### src/rtl/fifo_reader.sv
// fifo_reader: pulls words from a first-word-fall-through-less FIFO (data one
// cycle after rd_en) into a 2-entry skid buffer and presents them on a
// valid/ready stream. Build with FIFO_READER_STATS_EN defined to include the
// saturating rd_count / stall_count statistics; otherwise both read as 0.
module fifo_reader #(
    parameter int unsigned FIFO_WIDTH = 16,
    parameter int unsigned CNT_WIDTH  = 16
) (
    input  logic                  clk,
    input  logic                  rst,
    input  logic                  en,
    output logic                  rd_en,
    input  logic [FIFO_WIDTH-1:0] data_out,
    input  logic                  empty,
    input  logic                  underflow,
    output logic                  m_valid,
    output logic [FIFO_WIDTH-1:0] m_data,
    input  logic                  m_ready,
    output logic                  underflow_err,
    output logic [CNT_WIDTH-1:0]  rd_count,
    output logic [CNT_WIDTH-1:0]  stall_count
);

    localparam int unsigned DEPTH = 2;

    localparam logic [1:0] ST_IDLE = 2'd0;
    localparam logic [1:0] ST_RUN  = 2'd1;
    localparam logic [1:0] ST_HOLD = 2'd2;

    logic [1:0]            state_q, state_d;
    logic [1:0]            occ_q, occ_d;
    logic                  pending_q, pending_d;
    logic                  wr_ptr_q, wr_ptr_d;
    logic                  rd_ptr_q, rd_ptr_d;
    logic                  underflow_err_q, underflow_err_d;
    logic [FIFO_WIDTH-1:0] mem_q [DEPTH];

    logic                  pop_c;
    logic                  wr_c;
    logic                  room_c;
    logic [1:0]            fill_d;

    // Stream side: the head is only visible while something is buffered.
    assign m_valid       = !rst && (occ_q != 2'd0);
    assign m_data        = m_valid ? mem_q[rd_ptr_q] : '0;
    assign pop_c         = m_valid && m_ready;
    assign underflow_err = underflow_err_q;

    // A returning read is dropped when the FIFO flags underflow for it.
    assign wr_c = pending_q && !underflow;

    // HOLD means buffered plus in-flight words fill both slots; only a pop frees one.
    assign room_c = (state_q != ST_HOLD) || pop_c;
    assign rd_en  = !rst && en && !empty && room_c;

    // Next-state: occupancy, pointers, in-flight flag and FSM state.
    always_comb begin
        occ_d           = occ_q + 2'(wr_c) - 2'(pop_c);
        pending_d       = rd_en;
        wr_ptr_d        = wr_ptr_q;
        rd_ptr_d        = rd_ptr_q;
        underflow_err_d = underflow_err_q || underflow;
        state_d         = ST_RUN;

        if (wr_c) begin
            wr_ptr_d = !wr_ptr_q;
        end
        if (pop_c) begin
            rd_ptr_d = !rd_ptr_q;
        end

        fill_d = occ_d + 2'(pending_d);
        case (fill_d)
            2'd0:    state_d = ST_IDLE;
            2'd1:    state_d = ST_RUN;
            default: state_d = ST_HOLD;
        endcase
    end

    // Control registers with synchronous reset.
    always_ff @(posedge clk) begin
        if (rst) begin
            state_q         <= ST_IDLE;
            occ_q           <= 2'd0;
            pending_q       <= 1'b0;
            wr_ptr_q        <= 1'b0;
            rd_ptr_q        <= 1'b0;
            underflow_err_q <= 1'b0;
        end else begin
            state_q         <= state_d;
            occ_q           <= occ_d;
            pending_q       <= pending_d;
            wr_ptr_q        <= wr_ptr_d;
            rd_ptr_q        <= rd_ptr_d;
            underflow_err_q <= underflow_err_d;
        end
    end

    // Buffer storage; contents are don't-care until occupancy covers them.
    always_ff @(posedge clk) begin
        if (wr_c) begin
            mem_q[wr_ptr_q] <= data_out;
        end
    end

`ifdef FIFO_READER_STATS_EN
    logic [CNT_WIDTH-1:0] rd_count_q, rd_count_d;
    logic [CNT_WIDTH-1:0] stall_count_q, stall_count_d;

    // Saturating statistics: words delivered and cycles stalled by the sink.
    always_comb begin
        rd_count_d    = rd_count_q;
        stall_count_d = stall_count_q;
        if (pop_c && (rd_count_q != '1)) begin
            rd_count_d = rd_count_q + CNT_WIDTH'(1);
        end
        if (m_valid && !m_ready && (stall_count_q != '1)) begin
            stall_count_d = stall_count_q + CNT_WIDTH'(1);
        end
    end

    // Statistics registers.
    always_ff @(posedge clk) begin
        if (rst) begin
            rd_count_q    <= '0;
            stall_count_q <= '0;
        end else begin
            rd_count_q    <= rd_count_d;
            stall_count_q <= stall_count_d;
        end
    end

    assign rd_count    = rd_count_q;
    assign stall_count = stall_count_q;
`else
    assign rd_count    = '0;
    assign stall_count = '0;
`endif

endmodule

### config.mk
export PLATFORM = sky130hd
export DESIGN_NAME = fifo_reader
export DESIGN_NICKNAME = d
export VERILOG_FILES = /design/src/rtl/fifo_reader.sv
export SDC_FILE = /design/constraint.sdc
export NUM_CORES = 1
export LEC_CHECK = 0
export BUFFER_PORTS_ARGS = -buffer_cell sky130_fd_sc_hd__buf_2
export CORE_AREA = 2 2 71 73
export DETAILED_ROUTE_END_ITERATION = 8
export DIE_AREA = 0 0 73 75
export HOLD_SLACK_MARGIN = 0.15
export PLACE_DENSITY = 0.72
export SLEW_MARGIN = 10
export SYNTH_ARGS = -nofsm -noshare
export SYNTH_HDL_FRONTEND = slang
export SYNTH_SLANG_ARGS = --single-unit
### constraint.sdc
create_clock -name clk -period 2.4 [get_ports clk]
set_input_delay 0.36 -clock clk [delete_from_list [all_inputs] [get_ports clk]]
set_output_delay 0.36 -clock clk [all_outputs]
set_load 0.02 [all_outputs]
==> summary.md, run 1 <==
| Metric | Value |
|---|---|
| Power per cell area | 649 nW/um^2 |
| Later-pin clock latency in the skew report | 0.29 ns |
| Critical Path Start | occ_q[0] |
| Internal | 1030 uW |
| Initial core utilization | around two fifths |
| Clock sinks | 41 |
| Die Wd | approximately 73 um |
| Routed len/inst | 10.7 um |
| # diodes | 0 |
| Worst Setup End Kind | register |
| Hold Path Origin | data_out[5] |
| Critical Path Start Type | register |
| Worst Skew | 0.00458 ns |
| Antenna violations before repair | 0 |
| Final Routed Wirelength | 2610 um |
| GRT Resource Usage Total | approximately a tenth |
| Asr flop ratio synth | 0% |
| Net Switching | 328 uW |
| Vias | 1032 |
| Setup bufs post-CTS | 0 |
| Core ar. | 4660 um^2 |
| Vias in the first global route | between 800 and 900 |
| I/O pin total | 73 |
| Dpl hpwl | between 1500 and 2000 um |
| Detailed Routing Iterations Pass 1 | 4 |
| HP Class | input pin to register |
| RePlAce Congestion | between 0.6 and 0.7 |
| Fillcell total | approximately 430 |
| Post-synth top area cell | edfxtp_1 |
| Period utilization | 80.5% |
| Worst R2R Setup Slack | 0.47 ns |
| Initial DRC Count | 37 |
| Clock Path Buffers | 2 |
| Area grow syn2layout | 13.4% |
| Die H | 75 um |
| EDFF count, synth | 32 |
| Endpoints failing setup | 0 |
| Flop pwr share | between 50% and 60% |
| PostCTS Resize Cnt | 0 |
| Area share of the largest cell type after synthesis | 52.1% |
| Vias per cell | 4.21 |
| Logic gate share of total power | 12.0% |
| Total power | 1360 uW |
| Most common cell after layout, fill and taps aside | buf_2 |
| Row Count | 25 |
| Util after Layout | 44.9% |
| Outcome | finished clean |
| YS warnings | 0 |
| Slew Limit Fails | 0 |
| VDD IR max | 0.000461 V |
| Top FF cell, synth | edfxtp_1 |
| Mapped Area | 1840 um^2 |
| Setup tns final | 0 ns |
| Commonest cells after routing, fill and taps aside | buf_2, conb_1, edfxtp_1 |
| Yosys reg bits | 41 |
| Hold Buf Count CTS | 0 |
| Sequential area share after synthesis | 61.9% |
| CTS tree | yes |
| H-Tree Level Count | 2 |
| Dpl cells | 237 |
| Net Sw Frac | 24.2% |
| Period minus WS final | between 1.5 and 2 ns |
| RSZ-0062 raised after global routing | false |
| Pin count of the biggest net entering global routing | 18 |
| Layout cell share with drive strength beyond 1 | 29.3% |
| Max-Cap Viols | 0 |
| Critical Path Fanout Max | 5 |
| Fmax | around 520 MHz |
| Syn Area/Cell | 13.0 um^2 |
| Worst r2r src | occ_q[0] |
| Nets | about 220 |
| Endpoints failing hold | 0 |
| Critical path class | register to register |
| Worst EP arrival | 2.15 ns |
| Clock root buffer | clkbuf_8 |
| Post-synth cell types | 22 |
| Detailed-route DRC error count | 0 |
| Synth area leaders | edfxtp_1, buf_4, dfxtp_1, mux2i_1, nor2_1 |
| Mapped Cells | 142 |
| Final hold slack | approximately 0.26 ns |
| IO Port Bufs | 40 |
| Die ar. | 5480 um^2 |
| Non-Filler Instances | 245 |
| Clk pwr share | a little under a third |
| Worst-path clk slew | 0.07 ns |
| First-pass GRT wire length | 3890 um |
| Remaining Overflow, GRT | 0 |
| Leakage Power | 0.000910 uW |
| Detail Route Antenna Nets | 0 |
| Worst path required time | 2.61 ns |
| Total CTS buffers | 5 |
[worst max-delay path: stages, from the launching register on]
cell and delay (ns):
dfxtp_1 0.33, o21bai_2 0.16, inv_2 0.05, nand2_1 0.13, inv_1 0.06, ha_1 0.27, inv_1 0.04, ha_1 0.28
ha_1 0.22, xnor2_2 0.14, nor3b_1 0.18
[per-layer routing]
metal	global-route usage (%)	part of all wire [%]
met1	11.1	40
met2	16.6	48
met3	4.02	9.4
met4	6.17	2.2
met5	0	0
[cell families after synthesis]
group | share of synthesized area (%)
xor gates and xnor gates | 2.65
muxes | 8.69
DFF | 61.9
and+or+nand+nor | 6.93
other | 0.203
buffers and inverters | 15.5
adders and majority gates | 2.04
AOI/OAI and AO/OA | 2.10
[power groups by stage]
stage	clock, uW	combinational (uW)	sequential (uW)
2_1_floorplan	0	159	803
3_3_place_gp	0	162	802
3_5_place_dp	0	164	802
4_1_cts	428	164	786
5_1_grt	461	180	788
6_report	408	163	787
[final cells by class]
class | count | area [um^2] | share of cell area (%)
flip-flops and latches | 41 | 1140 | 54.6
multi-input cells | 90 | 533 | 25.5
repair buffers | 46 | 245 | 11.7
clock buffers | 5 | 68.8 | 3.29
well taps | 54 | 67.6 | 3.23
inverters | 6 | 22.5 | 1.08
clock inverters | 3 | 12.5 | 0.598
[per-stage QoR]
| step | setup WS, ns | cell area, um^2 |
|---|---|---|
| after CTS | 0.448 | 2090 |
| after global routing | 0.316 | 2090 |
| after global placement | 0.311 | 2010 |
| final | 0.467 | 2090 |
| after floorplan | 0.219 | 1960 |
| after detailed placement | 0.247 | 2010 |
[synth_stat cells, types with 2 or more instances]
cell type and count:
a31oi_1 2, buf_2 2, buf_4 33, dfxtp_1 9, edfxtp_1 32, ha_1 3
inv_1 5, mux2i_1 16, nand2_1 2, nor2_1 23, nor2b_1 2, o21ai_0 3
[sequential cells by signal (all words and copies together) (netlist names), named ones only]
| name | flops |
|---|---|
| mem_q | 32 |
| occ_q | 2 |
| state_q | 2 |
| pending_q | 1 |
| rd_ptr_q | 1 |
| underflow_err | 1 |
| wr_ptr_q | 1 |
[final timing paths]
path | endpoint | depth (start not counted)
worst max-delay path | state_q[0] | 10
worst min-delay path | mem_q[1][5] | 1
worst min register to register | pending_q | 1
worst max register to register | state_q[0] | 10
(Power assumes the default switching activity.)
==> run 2, diff against run 1 <==
ABC_AREA = 1   (was not set)
CORE_AREA = 2 2 75 77   (was 2 2 71 73)
DIE_AREA = 0 0 77 79   (was 0 0 73 75)
PLACE_DENSITY = 0.7   (was 0.72)
clock period = 1.9 ns   (was 2.4 ns; I/O delays follow)
==> run 2 against run 1 <==
Against the previous run:
- clock skew fell by 0.0034 ns
- routed wire length rose by 20%
- register-to-register slack lost 0.35 ns
- critical path depth is 2 higher
- clock power up 62%
- area after synthesis up 11%
- fmax is 8.5% higher
- count of clock-buffer cells in the layout rose by 1
- first-iteration DRC count is 5.4% lower
- sequential share of layout area fell by 6.2 points
- critical path type unchanged
- highest routed layer unchanged
==> summary.md, run 2 <==
| Metric | Value |
|---|---|
| Outcome | finished clean |
| Count leader, synth | buf_4 |
| Area share of the largest cell type after synthesis | between 40% and 50% |
| Worst-path clk slew | roughly 0.07 ns |
| Vias per cell | 4.02 |
| Worst path required time | 2.08 ns |
| EDFF count, synth | 32 |
| Asr flop ratio synth | 0% |
| Dpl hpwl | between 2000 and 2500 um |
| Worst EP arrival | 1.97 ns |
| Placement Setup Slack | between 0.03 and 0.04 ns |
| Synth area leaders | edfxtp_1, buf_4, dfxtp_1, mux2_4, nand2_1 |
| Hold Buf Count CTS | 0 |
| Remaining Overflow, GRT | 0 |
| Row Count | 27 |
| Nets | 254 |
| H-Tree Level Count | 2 |
| Vias | 1214 |
| Critical path class | register to register |
| IO Port Bufs | 40 |
| Setup bufs post-CTS | 0 |
| Initial DRC Count | 35 |
| Total power | 1880 uW |
| Leakage Power | 0.00116 uW |
| Routed len/inst | 10.4 um |
| Initial core utilization | 38.3% |
| Final Routed Wirelength | 3150 um |
| First-pass GRT wire length | approximately 4700 um |
| Synth top cells by count | buf_4, edfxtp_1, nand2_1 |
| Clock Path Buffers | 2 |
| Fin worst setup slack | about 0.12 ns |
| PostCTS Resize Cnt | 0 |
| Post-synth cell types | 21 |
| YS warnings | 0 |
| Critical Path Start Type | register |
| Most common cell after layout, fill and taps aside | buf_2 |
| CTS tree | yes |
| Sequential area share after synthesis | 55.7% |
| Pin count of the biggest net entering global routing | 18 |
| Flip-flop count of the largest register after layout | 32 |
| VDD IR max | 0.000300 V |
| I/O pin total | 73 |
| Die H | 79 um |
| Detail Route Antenna Nets | 0 |
| Mapped Area | 2050 um^2 |
| Area grow syn2layout | 15.8% |
| Worst Setup End Kind | register |
| Endpoints failing setup | 0 |
| Period utilization | between 90 and 100% |
| Syn Area/Cell | roughly 11 um^2 |
| Slew Limit Fails | 0 |
| Core ar. | 5340 um^2 |
| Detailed Routing Iterations Pass 1 | 4 |
| Total CTS buffers | 5 |
| Max-Cap Viols | 0 |
| Post-synth top area cell | edfxtp_1 |
| # diodes | 0 |
| HP Class | input pin to register |
| Biggest register | mem_q |
| Commonest cells after routing, fill and taps aside | buf_2, conb_1, edfxtp_1 |
| Yosys reg bits | just over 40 |
| Power per cell area | between 700 and 800 nW/um^2 |
| Detailed-route DRC error count | 0 |
| Top FF cell, synth | edfxtp_1 |
| Die ar. | slightly above 6000 um^2 |
| Endpoints failing hold | 0 |
| Fmax | 561 MHz |
| Clock sinks | 41 |
| Top Registers | mem_q (32), occ_q (2), state_q (2) |
| Layout cell share with drive strength beyond 1 | 34.8% |
| Clock root buffer | clkbuf_8 |
| GRT Resource Usage Total | 10.2% |
| Setup tns final | 0 ns |
| Antenna violations before repair | 0 |
| RePlAce Congestion | 0.693 |
| Vias in the first global route | about 1.0k |
| Worst Skew | 0.00118 ns |
| Fillcell total | between 500 and 600 |
| Period minus WS final | 1.78 ns |
| Die Wd | 77 um |
| Mapped Cells | 179 |
| Critical Path Fanout Max | 4 |
| Later-pin clock latency in the skew report | approximately 0.28 ns |
## run 2: changes by cell type in the layout (fill, tap and decap cells not counted), moves of 10 or more
cell | before | now
mux2i_1 | 16 | 0
nor2_1 | 23 | 5
mux2_4 | 0 | 10
nand2_1 | 2 | 30
inv_1 | 5 | 27
## run 2: worst paths after layout
kind | to | depth (start not counted) | slack, ns | from
worst max-delay path | state_q[1] | 12 | 0.12 | occ_q[1]
worst min-delay path | mem_q[0][4] | 1 | 0.18 | data_out[4]
worst max register to register | state_q[1] | 12 | 0.12 | occ_q[1]
worst min register to register | underflow_err | 2 | 0.48 | underflow_err
## run 2: area by class of cell
type	instances	area (um^2)	area share [%]
Timing Repair Buffer	48	260	11.0
Inverter	28	105	4.44
Sequential cell	41	1150	48.4
Multi-Input combinational cell	105	662	27.9
Clock buffer	6	72.6	3.06
Tap cell	72	90.1	3.80
Clock inverter	2	33.8	1.43
## run 2: through the flow
step / instances / cell area, um^2 / hold slack, ns / util (%)
floorplan: 210 / 2160 / 0.384 / -
global placement: 294 / 2230 / 0.454 / 41.7
detailed placement: 294 / 2230 / 0.462 / 41.7
CTS: 302 / 2330 / 0.173 / 43.7
global route: 302 / 2370 / 0.166 / 44.4
finish: 302 / 2370 / 0.184 / 44.4
## run 2: logic make-up after synthesis
kind of cell,count (synthesis),synth area share (%)
AOI/OAI and AO/OA,6,1.59
adders and majority gates,3,1.83
buffers and inverters,64,19.3
DFF,41,55.7
muxes,16,10.6
other,1,0.183
and+or+nand+nor,48,10.7
## run 2: worst max-delay path, stage by stage (launching register included)
cell and delay [ns]:
dfxtp_4 0.36, nor2_4 0.17, nor2_8 0.05, nand2_4 0.06, inv_2 0.04, ha_1 0.27
inv_1 0.09, ha_4 0.21, ha_4 0.16, inv_1 0.07, nand3_1 0.08, nand2_1 0.07
nor2_1 0.04
## run 2: where the power goes
| group | leakage, uW | internal (uW) | switching (uW) | total (uW) |
|---|---|---|---|---|
| Combinational | 0.000747 | 75.0 | 150 | 225 |
| Sequential | 0.000364 | 984 | 9.58 | 994 |
| Clock | 0.0000528 | 387 | 275 | 662 |
| Total | 0.00116 | 1450 | 434 | 1880 |
## run 2: routing by layer
layer,track usage (%),share of wire (%),routed length [um],up-vias
met1,11.7,41,1290,538
li1,-,-,-,609
met3,3.86,7.5,237,7
met5,0,0,0,-
met2,17.6,50,1570,60
met4,3.75,1.5,48,0
